<file path="src/rtl/vga_scan_driver.sv">
// vga_scan_driver: raster timing generator and pixel output stage.
// Counters produce the scan position. Compressed coordinates go to the renderers.
// Sync and blanking flags are delayed to line up with the renderer's intensity
// result, and the tinted RGB, sync and data enable leave through one output register.
module vga_scan_driver #(
  parameter int unsigned H_ACTIVE = 640,
  parameter int unsigned H_FP     = 16,
  parameter int unsigned H_SYNC   = 96,
  parameter int unsigned H_BP     = 48,
  parameter int unsigned V_ACTIVE = 480,
  parameter int unsigned V_FP     = 10,
  parameter int unsigned V_SYNC   = 2,
  parameter int unsigned V_BP     = 33,
  parameter int unsigned SHIFT    = 3,
  parameter int unsigned PIPE_LAT = 1
) (
  input  logic       clk,
  input  logic       reset,
  output logic [6:0] compr_hrw,
  output logic [6:0] compr_vrw,
  input  logic [3:0] colorv,
  input  logic [2:0] tint,
  output logic       hsync,
  output logic       vsync,
  output logic       de,
  output logic [3:0] red,
  output logic [3:0] green,
  output logic [3:0] blue,
  output logic       frame_tick,
  output logic [7:0] frame_cnt
);

  localparam int unsigned H_TOTAL = H_ACTIVE + H_FP + H_SYNC + H_BP;
  localparam int unsigned V_TOTAL = V_ACTIVE + V_FP + V_SYNC + V_BP;
  localparam int unsigned HW      = $clog2(H_TOTAL);
  localparam int unsigned VW      = $clog2(V_TOTAL);

  localparam logic [31:0] H_LAST     = 32'(H_TOTAL - 1);
  localparam logic [31:0] V_LAST     = 32'(V_TOTAL - 1);
  localparam logic [31:0] H_ACT_END  = 32'(H_ACTIVE);
  localparam logic [31:0] V_ACT_END  = 32'(V_ACTIVE);
  localparam logic [31:0] H_SYNC_BEG = 32'(H_ACTIVE + H_FP);
  localparam logic [31:0] H_SYNC_END = 32'(H_ACTIVE + H_FP + H_SYNC);
  localparam logic [31:0] V_SYNC_BEG = 32'(V_ACTIVE + V_FP);
  localparam logic [31:0] V_SYNC_END = 32'(V_ACTIVE + V_FP + V_SYNC);

  logic [HW-1:0] r_hcnt;
  logic [VW-1:0] r_vcnt;
  logic [31:0]   w_hcnt32;
  logic [31:0]   w_vcnt32;
  logic          w_hwrap;
  logic          w_vwrap;

  logic          w_act;
  logic          w_hs_n;
  logic          w_vs_n;
  logic          w_act_d;
  logic          w_hs_d;
  logic          w_vs_d;
  logic          w_vblank_start;

  logic          r_hsync;
  logic          r_vsync;
  logic          r_de;
  logic [3:0]    r_red;
  logic [3:0]    r_green;
  logic [3:0]    r_blue;
  logic          r_frame_tick;
  logic [7:0]    r_frame_cnt;

  // Counter values widened to 32 bits so that every boundary compare is
  // exact, even when a boundary equals H_TOTAL/V_TOTAL.
  assign w_hcnt32 = 32'(r_hcnt);
  assign w_vcnt32 = 32'(r_vcnt);
  assign w_hwrap  = (w_hcnt32 == H_LAST);
  assign w_vwrap  = (w_vcnt32 == V_LAST);

  // Scan position: hcnt wraps each line, and vcnt steps on each hcnt wrap.
  always_ff @(posedge clk) begin
    if (!reset) begin
      r_hcnt <= '0;
      r_vcnt <= '0;
    end else if (w_hwrap) begin
      r_hcnt <= '0;
      r_vcnt <= w_vwrap ? '0 : r_vcnt + 1'b1;
    end else begin
      r_hcnt <= r_hcnt + 1'b1;
    end
  end

  // Renderer coordinates come straight from the counters. They are left unclamped in blanking.
  assign compr_hrw = 7'(r_hcnt >> SHIFT);
  assign compr_vrw = 7'(r_vcnt >> SHIFT);

  // Stage-0 flags decoded from the current scan position.
  assign w_act  = (w_hcnt32 < H_ACT_END) && (w_vcnt32 < V_ACT_END);
  assign w_hs_n = !((w_hcnt32 >= H_SYNC_BEG) && (w_hcnt32 < H_SYNC_END));
  assign w_vs_n = !((w_vcnt32 >= V_SYNC_BEG) && (w_vcnt32 < V_SYNC_END));

  // Flags are delayed by PIPE_LAT clocks to meet colorv. A latency of zero is a
  // direct path. Otherwise a shift register is used whose oldest bit is the MSB.
  // The input is concatenated below the register so that PIPE_LAT=1 needs no special case.
  if (PIPE_LAT == 0) begin : g_nopipe
    assign w_act_d = w_act;
    assign w_hs_d  = w_hs_n;
    assign w_vs_d  = w_vs_n;
  end else begin : g_pipe
    logic [PIPE_LAT-1:0] r_act_sr;
    logic [PIPE_LAT-1:0] r_hs_sr;
    logic [PIPE_LAT-1:0] r_vs_sr;
    logic [PIPE_LAT:0]   w_act_cat;
    logic [PIPE_LAT:0]   w_hs_cat;
    logic [PIPE_LAT:0]   w_vs_cat;

    assign w_act_cat = {r_act_sr, w_act};
    assign w_hs_cat  = {r_hs_sr,  w_hs_n};
    assign w_vs_cat  = {r_vs_sr,  w_vs_n};

    // Alignment shift register. It clears to the inactive, sync-deasserted state.
    always_ff @(posedge clk) begin
      if (!reset) begin
        r_act_sr <= '0;
        r_hs_sr  <= '1;
        r_vs_sr  <= '1;
      end else begin
        r_act_sr <= w_act_cat[PIPE_LAT-1:0];
        r_hs_sr  <= w_hs_cat[PIPE_LAT-1:0];
        r_vs_sr  <= w_vs_cat[PIPE_LAT-1:0];
      end
    end

    assign w_act_d = r_act_sr[PIPE_LAT-1];
    assign w_hs_d  = r_hs_sr[PIPE_LAT-1];
    assign w_vs_d  = r_vs_sr[PIPE_LAT-1];
  end

  // Output register: tinted intensity inside the visible area, otherwise zero.
  always_ff @(posedge clk) begin
    if (!reset) begin
      r_hsync <= 1'b1;
      r_vsync <= 1'b1;
      r_de    <= 1'b0;
      r_red   <= '0;
      r_green <= '0;
      r_blue  <= '0;
    end else begin
      r_hsync <= w_hs_d;
      r_vsync <= w_vs_d;
      r_de    <= w_act_d;
      r_red   <= (w_act_d && tint[2]) ? colorv : '0;
      r_green <= (w_act_d && tint[1]) ? colorv : '0;
      r_blue  <= (w_act_d && tint[0]) ? colorv : '0;
    end
  end

  // The first blanking line begins at (0, V_ACTIVE). This point can never
  // coincide with the frame wrap, because V_ACTIVE is below V_TOTAL.
  assign w_vblank_start = (r_hcnt == '0) && (w_vcnt32 == V_ACT_END);

  // Frame pacing: one-clock tick and a wrapping frame count. Neither passes
  // through the alignment pipe.
  always_ff @(posedge clk) begin
    if (!reset) begin
      r_frame_tick <= 1'b0;
      r_frame_cnt  <= '0;
    end else begin
      r_frame_tick <= w_vblank_start;
      if (w_vblank_start) begin
        r_frame_cnt <= r_frame_cnt + 8'd1;
      end
    end
  end

  assign hsync      = r_hsync;
  assign vsync      = r_vsync;
  assign de         = r_de;
  assign red        = r_red;
  assign green      = r_green;
  assign blue       = r_blue;
  assign frame_tick = r_frame_tick;
  assign frame_cnt  = r_frame_cnt;

endmodule
</file>
<file path="config.mk">
export PLATFORM = sky130hd
export DESIGN_NAME = vga_scan_driver
export DESIGN_NICKNAME = d
export VERILOG_FILES = /design/src/rtl/vga_scan_driver.sv
export SDC_FILE = /design/constraint.sdc
export NUM_CORES = 1
export LEC_CHECK = 0
export ABC_AREA = 0
export CORE_ASPECT_RATIO = 0.5
export CORE_MARGIN = 3
export CORE_UTILIZATION = 45
export DETAILED_ROUTE_END_ITERATION = 7
export HOLD_SLACK_MARGIN = 0.02
export PLACE_DENSITY = 0.84
export SKIP_LAST_GASP = 1
export SLEW_MARGIN = 5
export SYNTH_ARGS = -nofsm -noshare
export SYNTH_HDL_FRONTEND = slang
export SYNTH_SLANG_ARGS = --single-unit
export TNS_END_PERCENT = 10
</file>
<file path="constraint.sdc">
create_clock -name clk -period 1.9 [get_ports clk]
set_input_delay 0.38 -clock clk [delete_from_list [all_inputs] [get_ports clk]]
set_output_delay 0.38 -clock clk [all_outputs]
set_load 0.05 [all_outputs]
</file>
; Word-level counts from Yosys, hierarchy flattened
; Cells that the tools add are included.
[word_totals]
register_bits = 47
in_bits = 9
wordCells = 41
[op_classes]
addsub = 3
magnitude_cmp = 6
eq_ne = 3
muxes = 1
n_bitwise = 1
reduce_logical = 14
[op_table]
columns = op, n
row1 = $add A10 B1 Y10 const B, 2
row2 = $eq A10 B10 Y1 const B, 2
row3 = $lt A10 B10 Y1 const B, 2
row4 = $lt A10 B9 Y1 const B, 2
row5 = $eq A10 B9 Y1 const B, 1
row6 = $ge A10 B10 Y1 const B, 1
row7 = $ge A10 B9 Y1 const B, 1
row8 = $logic_not A10 Y1, 1
row9 = $mux W10, 1
row10 = $add A8 B1 Y8 const B, 1
row11 = $logic_and A1 B1 Y1, 7
row12 = $reduce_and A2 Y1, 3
row13 = $logic_not A1 Y1, 2
row14 = $reduce_or A2 Y1, 1
row15 = $not A1 Y1, 1

; Depth between registers and ports, before layout
; Gate-level depths: netlist (run 1).
[logic_depth]
word_depth = 3
depth_mapped = 7

; Least setup slack after synthesis (run 1)
; No wires, ideal clock.
[synth_timing]
kind = register to register
startpoint = register r_hcnt[5]
endpoint = register r_vcnt[6]
setup_ns = 0.072
arrival_ns = 1.955
t_required_ns = 1.828
path_slack_ns = -0.127
stages_incl_launch_ff = 7
n_path_buf = 2
period_less_slack_ns = 2.027
path_cell_list = dfxtp_1 -> buf_6 -> or3_4 -> or3_1 -> buf_6 -> or4_1 -> a21oi_1
[synth_between]
elab_chain_len = 1
[synth_rtl]
columns = item, line
row1 = "start, declared", 47  ; logic [HW-1:0] r_hcnt;
row2 = "start signal, assigned", 87  ; r_hcnt <= r_hcnt + 1'b1;
row3 = $eq A10 B10 Y1, 75  ; assign w_hwrap = (w_hcnt32 == H_LAST);
row4 = "end signal, assigned", 85  ; r_vcnt <= w_vwrap ? '0 : r_vcnt + 1'b1;
row5 = "end, declared", 48  ; logic [VW-1:0] r_vcnt;
; Every way passes these cells.
; A chain may end at the register's enable or synchronous reset.

; Worst setup path after layout (run 1)
[layout_timing]
startpoint = register r_frame_cnt[5] (netlist: frame_cnt[5])
endpoint = output frame_cnt[5]
[layout_lines]
columns = item, line
row1 = "start, declared", 69  ; logic [7:0] r_frame_cnt;
row2 = "start signal, assigned", 169  ; r_frame_cnt <= r_frame_cnt + 8'd1;
row3 = "end, declared", 30  ; output logic [7:0] frame_cnt
; No word-level cell between the ends.

==> results.md, run 1 <==
- Outcome: finished, final reports clean
- CTS resizes: 1
- CTS buffer count: 5
- DR vias: 1860
- Non-Filler Instances: 359
- CP Cell Sequence: clkdlybuf4s50_1
- # rows: 17
- Synth Register Bits: 47
- Htree depth: 2
- CP arrival: 1.50 ns
- Full die area: 0.00579 mm^2
- WP data required: 1.52 ns
- Max Cap Violations: 0
- Hpwl dp: 3540 um
- Routed WL: 4750 um
- Drt first pass iters: 5
- CTS hold repair buffers: 0
- Synth Instances: 240
- Largest net degree at the start of global routing: 16
- Layout cells sized above 1: 21.2%
- Async SR Flop Fraction: 0%
- Crit Path Class: register to output pin
- Syn Nets: 254
- CP Launch Type: register
- Die span in x: 105 um
- Worst-Skew Late Latency: 0.30 ns
- Via density: 5.18
- Ys Warns: 0
- Fin crit period: 1.88 ns
- Clock transition at the registers of the reported paths: 0.09 ns
- Post-Syn Area: 0.00219 mm^2
- Placed insts: 351
- Clk root buf: clkbuf_8
- Final-report max-slew violation count: 0
- Setup slack at placement: 0.00579 ns
- Worst path max stage delay: 0.82 ns
- Post-Route Skew: 0.00558 ns
- Final Cycle Share: 98.9%
- WL per Instance: 13.2 um
- R2R Setup Slk: 0.03 ns
- DRT antenna net count: 0
- Port buffer count: 46
- Post-synth top area share: 42.9%
- CP Buf/Inv Count: 1
- Number of antenna violations at the first check in global routing: 0
- Total track usage: 17.5%
- P per Cell Area: 689 mW/mm^2
- Dominant cells by area after synthesis: dfxtp_1, buf_4, and2_1
- Nets: 306
- Hold Crit Class: register to register
- IO Pins: 47
- Leak: 1.07 nW
- Aggregate global routing overflow: 0
- Multi-input gate area: 988 um^2
- Crit end category: output pin
- Total area of sequential cells: 941 um^2
- Register area share after synthesis: 42.9%
- CP delay by family, top: buffers and inverters
- Worst Max-Slew Pin Slew: 0.500 ns
- Worst-path fanout max: 4
- Post-synthesis area per instance: 9.13 um^2
- Number of synthesized flops with an enable pin: 0
- Fillers: 398
- Peak VDD IR: 0.000272 V
- Max Freq: 532 MHz
- Initial Util: 48.1%
- Setup ws final: 0.0201 ns
- Clk sink count: 47
- Die height: 55.3 um
- Critical path's slowest cell: clkdlybuf4s50_1
- Final hold slack: 0.413 ns
- Max clock buf depth: 2
- Synth Flop Type: dfxtp_1
- Vias in the first global route: 1789
- DRC viols: 0
- Global-route wire length before repair: 8250 um
- Area leader, netlist: dfxtp_1
- Area delta synth->final: 27.1%
- Post-synth top cells: dfxtp_1, nor2_1, buf_4
- Postcts setup bufs: 0
- CTS tree: built
- Setup-failing EPs final: 0
- Count leader, synth: dfxtp_1
- Yosys cell types: 39
- Max_slew headroom: 66.6%
- N_diodes: 0
- Hold Vio Cnt, Final: 0
- 1st-iter DRT viols: 69
- Tot Pwr: 1.92 mW
- Core area: 0.00455 mm^2
- RSZ-0062 raised after global routing: yes
- Placer Congestion: 0.906
==> report_power, final <==
part | leakage [nW] | internal [mW] | switching, mW
logic | 0.630 | 0.0581 | 0.0794
registers | 0.381 | 0.998 | 0.00881
clock network | 0.0618 | 0.433 | 0.340
total | 1.07 | 1.49 | 0.428
==> cell families (layout without fill, tap and decap cells) <==
| logic type | after synthesis | count (layout) | share of synthesized area, % |
|---|---|---|---|
| flops | 47 | 47 | 42.9 |
| mux | 1 | 1 | 0.457 |
| simple gates | 111 | 111 | 28.9 |
| fa+ha+maj | 5 | 5 | 2.86 |
| compound gates | 28 | 28 | 7.71 |
| xor+xnor | 11 | 11 | 4.40 |
| buf+inv | 37 | 90 | 12.7 |
==> area by class of cell <==
class	count	share of cell area (%)
clock buffer	6	2.97
clock inverter	2	1.39
inverter	8	1.08
multi-input combinational	156	35.5
sequential	47	33.8
tap	66	2.97
timing repair buffer	74	22.3
==> placed cells by master, fill, tap and decap left out, drive strengths merged, types with 2 or more instances in the layout <==
cell	n
buf	48
clkdlybuf4s50	26
o31ai	8
nor3	11
nand4	10
and3	7
xnor2	7
nor4b	3
and2	13
dfxtp	47
or4	8
nor2	16
nor4	4
or3	5
a21oi	12
o21ai	5
ha	5
xor2	4
nand2b	2
nand2	13
clkbuf	6
nand3	13
and4	3
inv	8
==> layer usage <==
metal | GRT usage [%] | routed length [um]
met1 | 21.2 | 2190
met2 | 28.9 | 2220
met3 | 5.02 | 230
met4 | 8.22 | 101
met5 | 0 | 0
==> per-stage QoR <==
stage	util (%)	cell area, um^2	setup TNS, ns
global placement	58.1	2650	0
detailed placement	58.1	2650	0
CTS	60.9	2770	0
global route	61.2	2780	-0.603
floorplan	-	2190	-0.143
finish	61.2	2780	0
==> path summary, 6_finish.rpt <==
path	to	cells after the start	start
max reg2reg	r_vcnt[4]	5	r_hcnt[0]
min reg2reg	hsync	1	g_pipe.r_hs_sr
min	hsync	1	g_pipe.r_hs_sr
max	frame_cnt[5]	1	frame_cnt[5]
==> registers in the layout (all words and copies together) (netlist names), 4 cells and up <==
register / flops
r_hcnt: 10
r_vcnt: 10
frame_cnt: 8
blue: 4
green: 4
red: 4
Note: power is estimated with default switching activity, not from simulation.
==> run 2: changes to the inputs <==
--- a/config.mk
+++ b/config.mk
@@ -17,4 +17,3 @@
 export SYNTH_ARGS = -nofsm -noshare
 export SYNTH_HDL_FRONTEND = slang
 export SYNTH_SLANG_ARGS = --single-unit
-export TNS_END_PERCENT = 10
==> results.md, run 2 (synthesized netlist as in run 1, its figures left out) <==
- Outcome: finished, final reports clean
- CP Launch Type: register
- Worst-path fanout max: 7 (+3)
- Max_slew headroom: 65.9% (-0.64 points)
- Placer Congestion: 0.827 (-8.7%)
- Worst hold start: g_pipe.r_hs_sr
- Crit Path Class: register to register
- N_diodes: 0 (unchanged)
- DR vias: 1903 (+2.3%)
- Max Freq: 538 MHz (+1.2%)
- Worst Max-Slew Pin Slew: 0.509 ns (+0.00964 ns)
- R2r worst-path depth: 4 (-1)
- # rows: 17 (unchanged)
- Core area: 0.00455 mm^2 (unchanged)
- Sum Neg Setup Slack: 0 ns (unchanged)
- Hold Vio Cnt, Final: 0 (unchanged)
- Psw: 0.447 mW (+4.4%)
- R2R Setup Slk: 0.04 ns (about the same)
- CTS buffer count: 5 (unchanged)
- Finished layout cell area: 0.00283 mm^2 (+1.6%)
- Internal power: 1.33 mW (-10%)
- 1st-iter DRT viols: 72 (+4.3%)
- Setup-failing EPs final: 0 (unchanged)
- CP Cell Sequence: or3_4, or3_4, or4_4, a21oi_2
- Aggregate global routing overflow: 0 (unchanged)
- WP data required: 2.15 ns (+0.63 ns)
- Vias in the first global route: 1757 (-1.8%)
- Number of antenna violations at the first check in global routing: 0 (unchanged)
- Critical Path Sink: r_vcnt[6]
- Htree depth: 2 (unchanged)
- DRT antenna net count: 0 (unchanged)
- Commonest cells after routing, fill and taps aside: buf_4, dfxtp_1, clkdlybuf4s50_1
- Routed WL: 5290 um (+11%)
- Global-route wire length before repair: 8090 um (-1.8%)
- Hpwl dp: 3740 um (+5.7%)
- Leak: 1.12 nW (+4.2%)
- RR Endpoint: r_vcnt[6]
- Worst path max stage delay: 0.52 ns (-0.30 ns)
- CP arrival: 2.10 ns (+0.60 ns)
- Most common cell after layout, fill and taps aside: buf_4
- Crit-path most repeated cell: or3_4
- Combinational power share: 8.9% (+1.7 points)
- Tot Pwr: 1.78 mW (-7.2%)
- Final Cycle Share: 97.8% (-1.2 points)
- Die height: 55.3 um (unchanged)
- Die span in x: 105 um (unchanged)
- Largest net degree at the start of global routing: 17 (+1)
- Post-Route Skew: 0.00876 ns (+0.00317 ns)
- Worst setup path start: r_hcnt[6]
- Total track usage: 17.1% (-0.42 points)
- Placed insts: 353 (+0.57%)
- Drt first pass iters: 4 (-1)
- Post-DP Area: 0.00266 mm^2 (+0.47%)
- Critical path's slowest cell: or4_4
- Layout cells sized above 1: 25.5% (+4.3 points)
- WL per Instance: 14.5 um (+10%)
- Via density: 5.23 (+0.91%)
- Area delta synth->final: 29.1%
- Nets: 311 (+1.6%)
- Final-report max-slew violation count: 0 (unchanged)
- CTS hold repair buffers: 0 (unchanged)
- Crit end category: register
- Hold Crit Class: register to register
- P per Cell Area: 629 mW/mm^2 (-8.6%)
- IO Pins: 47 (unchanged)
- Reg power frac: 56.6% (+4.1 points)
- Worst-Skew Late Latency: 0.30 ns (about the same)
- Sw Share: 25.1% (+2.8 points)
- Clock share of power: 34.5% (-5.8 points)
- Clock transition at the registers of the reported paths: 0.09 ns (about the same)
- Crit Reg-Reg Startpoint: r_hcnt[6]
- Fin crit period: 1.86 ns (-0.0222 ns)
- Non-Filler Instances: 364 (+1.4%)
- Port buffer count: 46 (unchanged)
- Max clock buf depth: 2 (unchanged)
- Peak VDD IR: 0.000287 V (+5.5%)
- Max Cap Violations: 0 (unchanged)
- Clk root buf: clkbuf_8
- Clk sink count: 47 (unchanged)
- Initial Util: 48.1% (unchanged)
- CTS tree: built
- DRC viols: 0 (unchanged)
- Fillers: 388 (-2.5%)
- RSZ-0062 raised after global routing: no
- Full die area: 0.00579 mm^2 (unchanged)
-- run 2: timing repair --
action,in CTS,in global routing
pin swaps,1,2
hold endpoints to repair,0,0
buffers inserted,1,2
endpoints found under the setup margin,10,13
gates resized for setup,2,14
-- run 2: stage by stage --
step,hold slack [ns],utilization [%],setup slack (ns)
3_5_place_dp,0.397,58.4,-0.0833
6_report,0.416,62.1,0.0423
4_1_cts,0.419,60.8,0.0297
5_1_grt,0.451,62.1,0.00285
2_1_floorplan,0.386,-,-0.0475
3_3_place_gp,0.391,58.4,0.0546
-- run 2: critical path, delay by kind of cell (launching register included) --
family             cells  cell delay, ns
AOI/OAI and AO/OA      1            0.12
DFF                    1            0.36
and+or+nand+nor        3            1.32
-- run 2: cell type report --
class / instances / area [um^2] / area share (%)
Multi-Input combinational cell: 156 / 1020 / 36.0
Sequential cell: 47 / 948 / 33.5
Timing Repair Buffer: 79 / 658 / 23.3
Tap cell: 66 / 82.6 / 2.92
Clock buffer: 5 / 68.8 / 2.43
Inverter: 8 / 30.0 / 1.06
Clock inverter: 3 / 23.8 / 0.840
-- run 2: worst min path at each step --
stage / end / slack [ns] / cells after the start
floorplan: hsync / 0.39 / 1
global placement: hsync / 0.39 / 1
detailed placement: hsync / 0.40 / 1
CTS: hsync / 0.42 / 1
global route: vsync / 0.45 / 1
finish: hsync / 0.42 / 1
-- run 2: power groups by stage --
stage	sequential [mW]	clock [mW]	combinational, mW
after global placement	1.03	0	0.143
after global routing	1.01	0.673	0.168
after detailed placement	1.03	0	0.147
after floorplan	1.06	0	0.0531
after CTS	1.01	0.620	0.153
final	1.01	0.615	0.158
-- run 2: per-layer routing --
metal  up-vias  GRT usage [%]  routed length [um]
met2        57           30.5                2610
met5         -              0                   0
met1       891           19.9                2340
met4         0           5.61                  78
met3         6           4.90                 261
li1        949              -                   -
==> run 3: changes to the inputs <==
--- a/config.mk
+++ b/config.mk
@@ -7,11 +7,10 @@
 export LEC_CHECK = 0
 export ABC_AREA = 0
 export CORE_ASPECT_RATIO = 0.5
-export CORE_MARGIN = 3
-export CORE_UTILIZATION = 45
+export CORE_UTILIZATION = 54
 export DETAILED_ROUTE_END_ITERATION = 7
 export HOLD_SLACK_MARGIN = 0.02
-export PLACE_DENSITY = 0.84
+export PLACE_DENSITY = 0.93
 export SKIP_LAST_GASP = 1
 export SLEW_MARGIN = 5
 export SYNTH_ARGS = -nofsm -noshare
==> constraint.sdc (replaced) <==
create_clock -name clk -period 2.2 [get_ports clk]
set_input_delay 0.44 -clock clk [delete_from_list [all_inputs] [get_ports clk]]
set_output_delay 0.44 -clock clk [all_outputs]
set_load 0.05 [all_outputs]
==> results.md, run 3 (synthesized netlist as in run 1, its figures left out) <==
- R2r worst-path depth: 5 (+1)
- CP Launch Type: register
- Outcome: finished, final reports clean
- # rows: 15 (-2)
- CP delay by family, top: buffers and inverters
- Clk sink count: 47 (unchanged)
- Crit Path Class: register to output pin
- CP arrival: 1.70 ns (-0.40 ns)
- Global routing usage on met2: 40.6% (+10 points)
- Via density: 5.71 (+9.3%)
- Placer Congestion: 0.847 (+2.4%)
- IO Pins: 47 (unchanged)
- Final hold slack: 0.421 ns (+0.00489 ns)
- Max Cap Violations: 0 (unchanged)
- DRT antenna net count: 0 (unchanged)
- Sum Neg Setup Slack: 0 ns (unchanged)
- Initial Util: 59.9% (+12 points)
- Vias in the first global route: 1666 (-5.2%)
- Number of antenna violations at the first check in global routing: 0 (unchanged)
- Max clock buf depth: 2 (unchanged)
- Fin crit period: 2.14 ns
- DRC viols: 0 (unchanged)
- Commonest cells after routing, fill and taps aside: dfxtp_1, clkdlybuf4s50_1, nor2_1
- Hpwl dp: 3460 um (-7.6%)
- Aggregate global routing overflow: 0 (unchanged)
- Core area: 0.00366 mm^2 (-20%)
- Clock transition at the registers of the reported paths: 0.09 ns (about the same)
- Total track usage: 23.9% (+6.8 points)
- Final Util: 72.1% (+10 points)
- Layout cells sized above 1: 7.64% (-18 points)
- Worst-Skew Late Latency: 0.31 ns (about the same)
- Critical path's slowest cell: clkdlybuf4s50_1
- Global-route wire length before repair: 7720 um (-4.6%)
- Nets: 288 (-7.4%)
- GRT met3 Usage: 7.12% (+2.2 points)
- Worst path max stage delay: 0.87 ns (+0.35 ns)
- CP Buf/Inv Count: 1 (+1)
- Met1 usage: 29.0% (+9.1 points)
- Routed WL: 4770 um (-9.8%)
- Full die area: 0.00433 mm^2 (-25%)
- P per Cell Area: 574 mW/mm^2 (-8.8%)
- Worst Max-Slew Pin Slew: 0.541 ns (+0.0314 ns)
- Area delta synth->final: 20.5%
- Hold Vio Cnt, Final: 0 (unchanged)
- Max_slew headroom: 63.8% (-2.1 points)
- Tot Pwr: 1.52 mW (-15%)
- Drt first pass iters: 5 (+1)
- DR vias: 1863 (-2.1%)
- Peak VDD IR: 0.000289 V (+0.76%)
- CTS buffer count: 5 (unchanged)
- CP Cell Sequence: clkdlybuf4s50_1
- Largest net degree at the start of global routing: 17 (unchanged)
- Hold Crit Class: register to register
- Die height: 47.0 um (-15%)
- CTS tree: built
- Die span in x: 92.1 um (-12%)
- Final Cycle Share: 97.3%
- RSZ-0062 raised after global routing: no
- Setup-failing EPs final: 0 (unchanged)
- Stages on the worst setup path: 1 (-3)
- WP data required: 1.76 ns (-0.39 ns)
- Busiest grt layer: met2
- Crit end category: output pin
- Fillers: 271 (-30%)
- N_diodes: 0 (unchanged)
- Port buffer count: 46 (unchanged)
- Htree depth: 2 (unchanged)
- Hold path depth: 1 (unchanged)
- Most common cell after layout, fill and taps aside: dfxtp_1
- WL per Instance: 14.6 um (+0.73%)
- 1st-iter DRT viols: 140 (+94%)
- Final-report max-slew violation count: 0 (unchanged)
- Clk root buf: clkbuf_8
- Leak: 0.949 nW (-15%)
- Post-Route Skew: 0.00607 ns (-0.00269 ns)
- Max Freq: 467 MHz
- Worst-path fanout max: 9 (+2)
-- run 3: cell types whose count changed in the layout (fill, tap and decap cells not counted), moves of 2 or more --
cell	change
dfxtp_1	+4
dfxtp_2	-3
clkinv_4	+2
nor4b_1	+2
clkdlybuf4s50_1	+20
buf_4	-44
-- run 3: worst reg2reg max path: stages, from the launching register on --
cell	delay [ns]
dfxtp_1	0.41
ha_1	0.26
nand4_1	0.14
or3_1	0.50
or4_1	0.54
a21oi_1	0.15
-- run 3: what timing repair did --
action                                 4_1_cts  5_1_grt
endpoints found under the hold margin        0        0
resized for setup                            0        2
hold buffers                                 0        0
setup endpoints to repair                    0        2
setup buffers                                0        0
-- run 3: metal layers --
metal  vias up  routed length [um]
li1        902                   -
met1       865                2070
met2        83                2300
met3        13                 311
met4         0                  91
met5         -                   0
-- run 3: power breakdown --
| part | leakage, nW | internal [mW] | total [mW] | switching [mW] |
|---|---|---|---|---|
| clock | 0.0443 | 0.227 | 0.530 | 0.303 |
| combinational | 0.524 | 0.0460 | 0.113 | 0.0671 |
| sequential | 0.381 | 0.862 | 0.872 | 0.00969 |
| total | 0.949 | 1.14 | 1.52 | 0.380 |
-- run 3: final timing paths --
kind	from	end	slack (ns)
setup / recovery	r_hcnt[8]	compr_hrw[5]	0.06
hold / removal	g_pipe.r_vs_sr	vsync	0.42
setup reg to reg	r_hcnt[0]	r_vcnt[6]	0.14
hold reg to reg	g_pipe.r_vs_sr	vsync	0.42
-- run 3: metrics by stage --
stage                     instances  setup slack [ns]  instance area, um^2
after CTS                       326            0.0414                 2640
after global placement          318             0.284                 2540
final                           326            0.0599                 2640
after global routing            326           0.00628                 2640
after floorplan                 240             0.173                 2190
after detailed placement        318             0.217                 2540
-- run 3: layout make-up --
type	instances	area, um^2	share of cell area (%)
Multi-Input combinational cell	156	971	36.8
Clock inverter	3	25.0	0.948
Sequential cell	47	941	35.6
Clock buffer	5	68.8	2.61
Timing Repair Buffer	56	541	20.5
Inverter	8	30.0	1.14
Tap cell	51	63.8	2.42
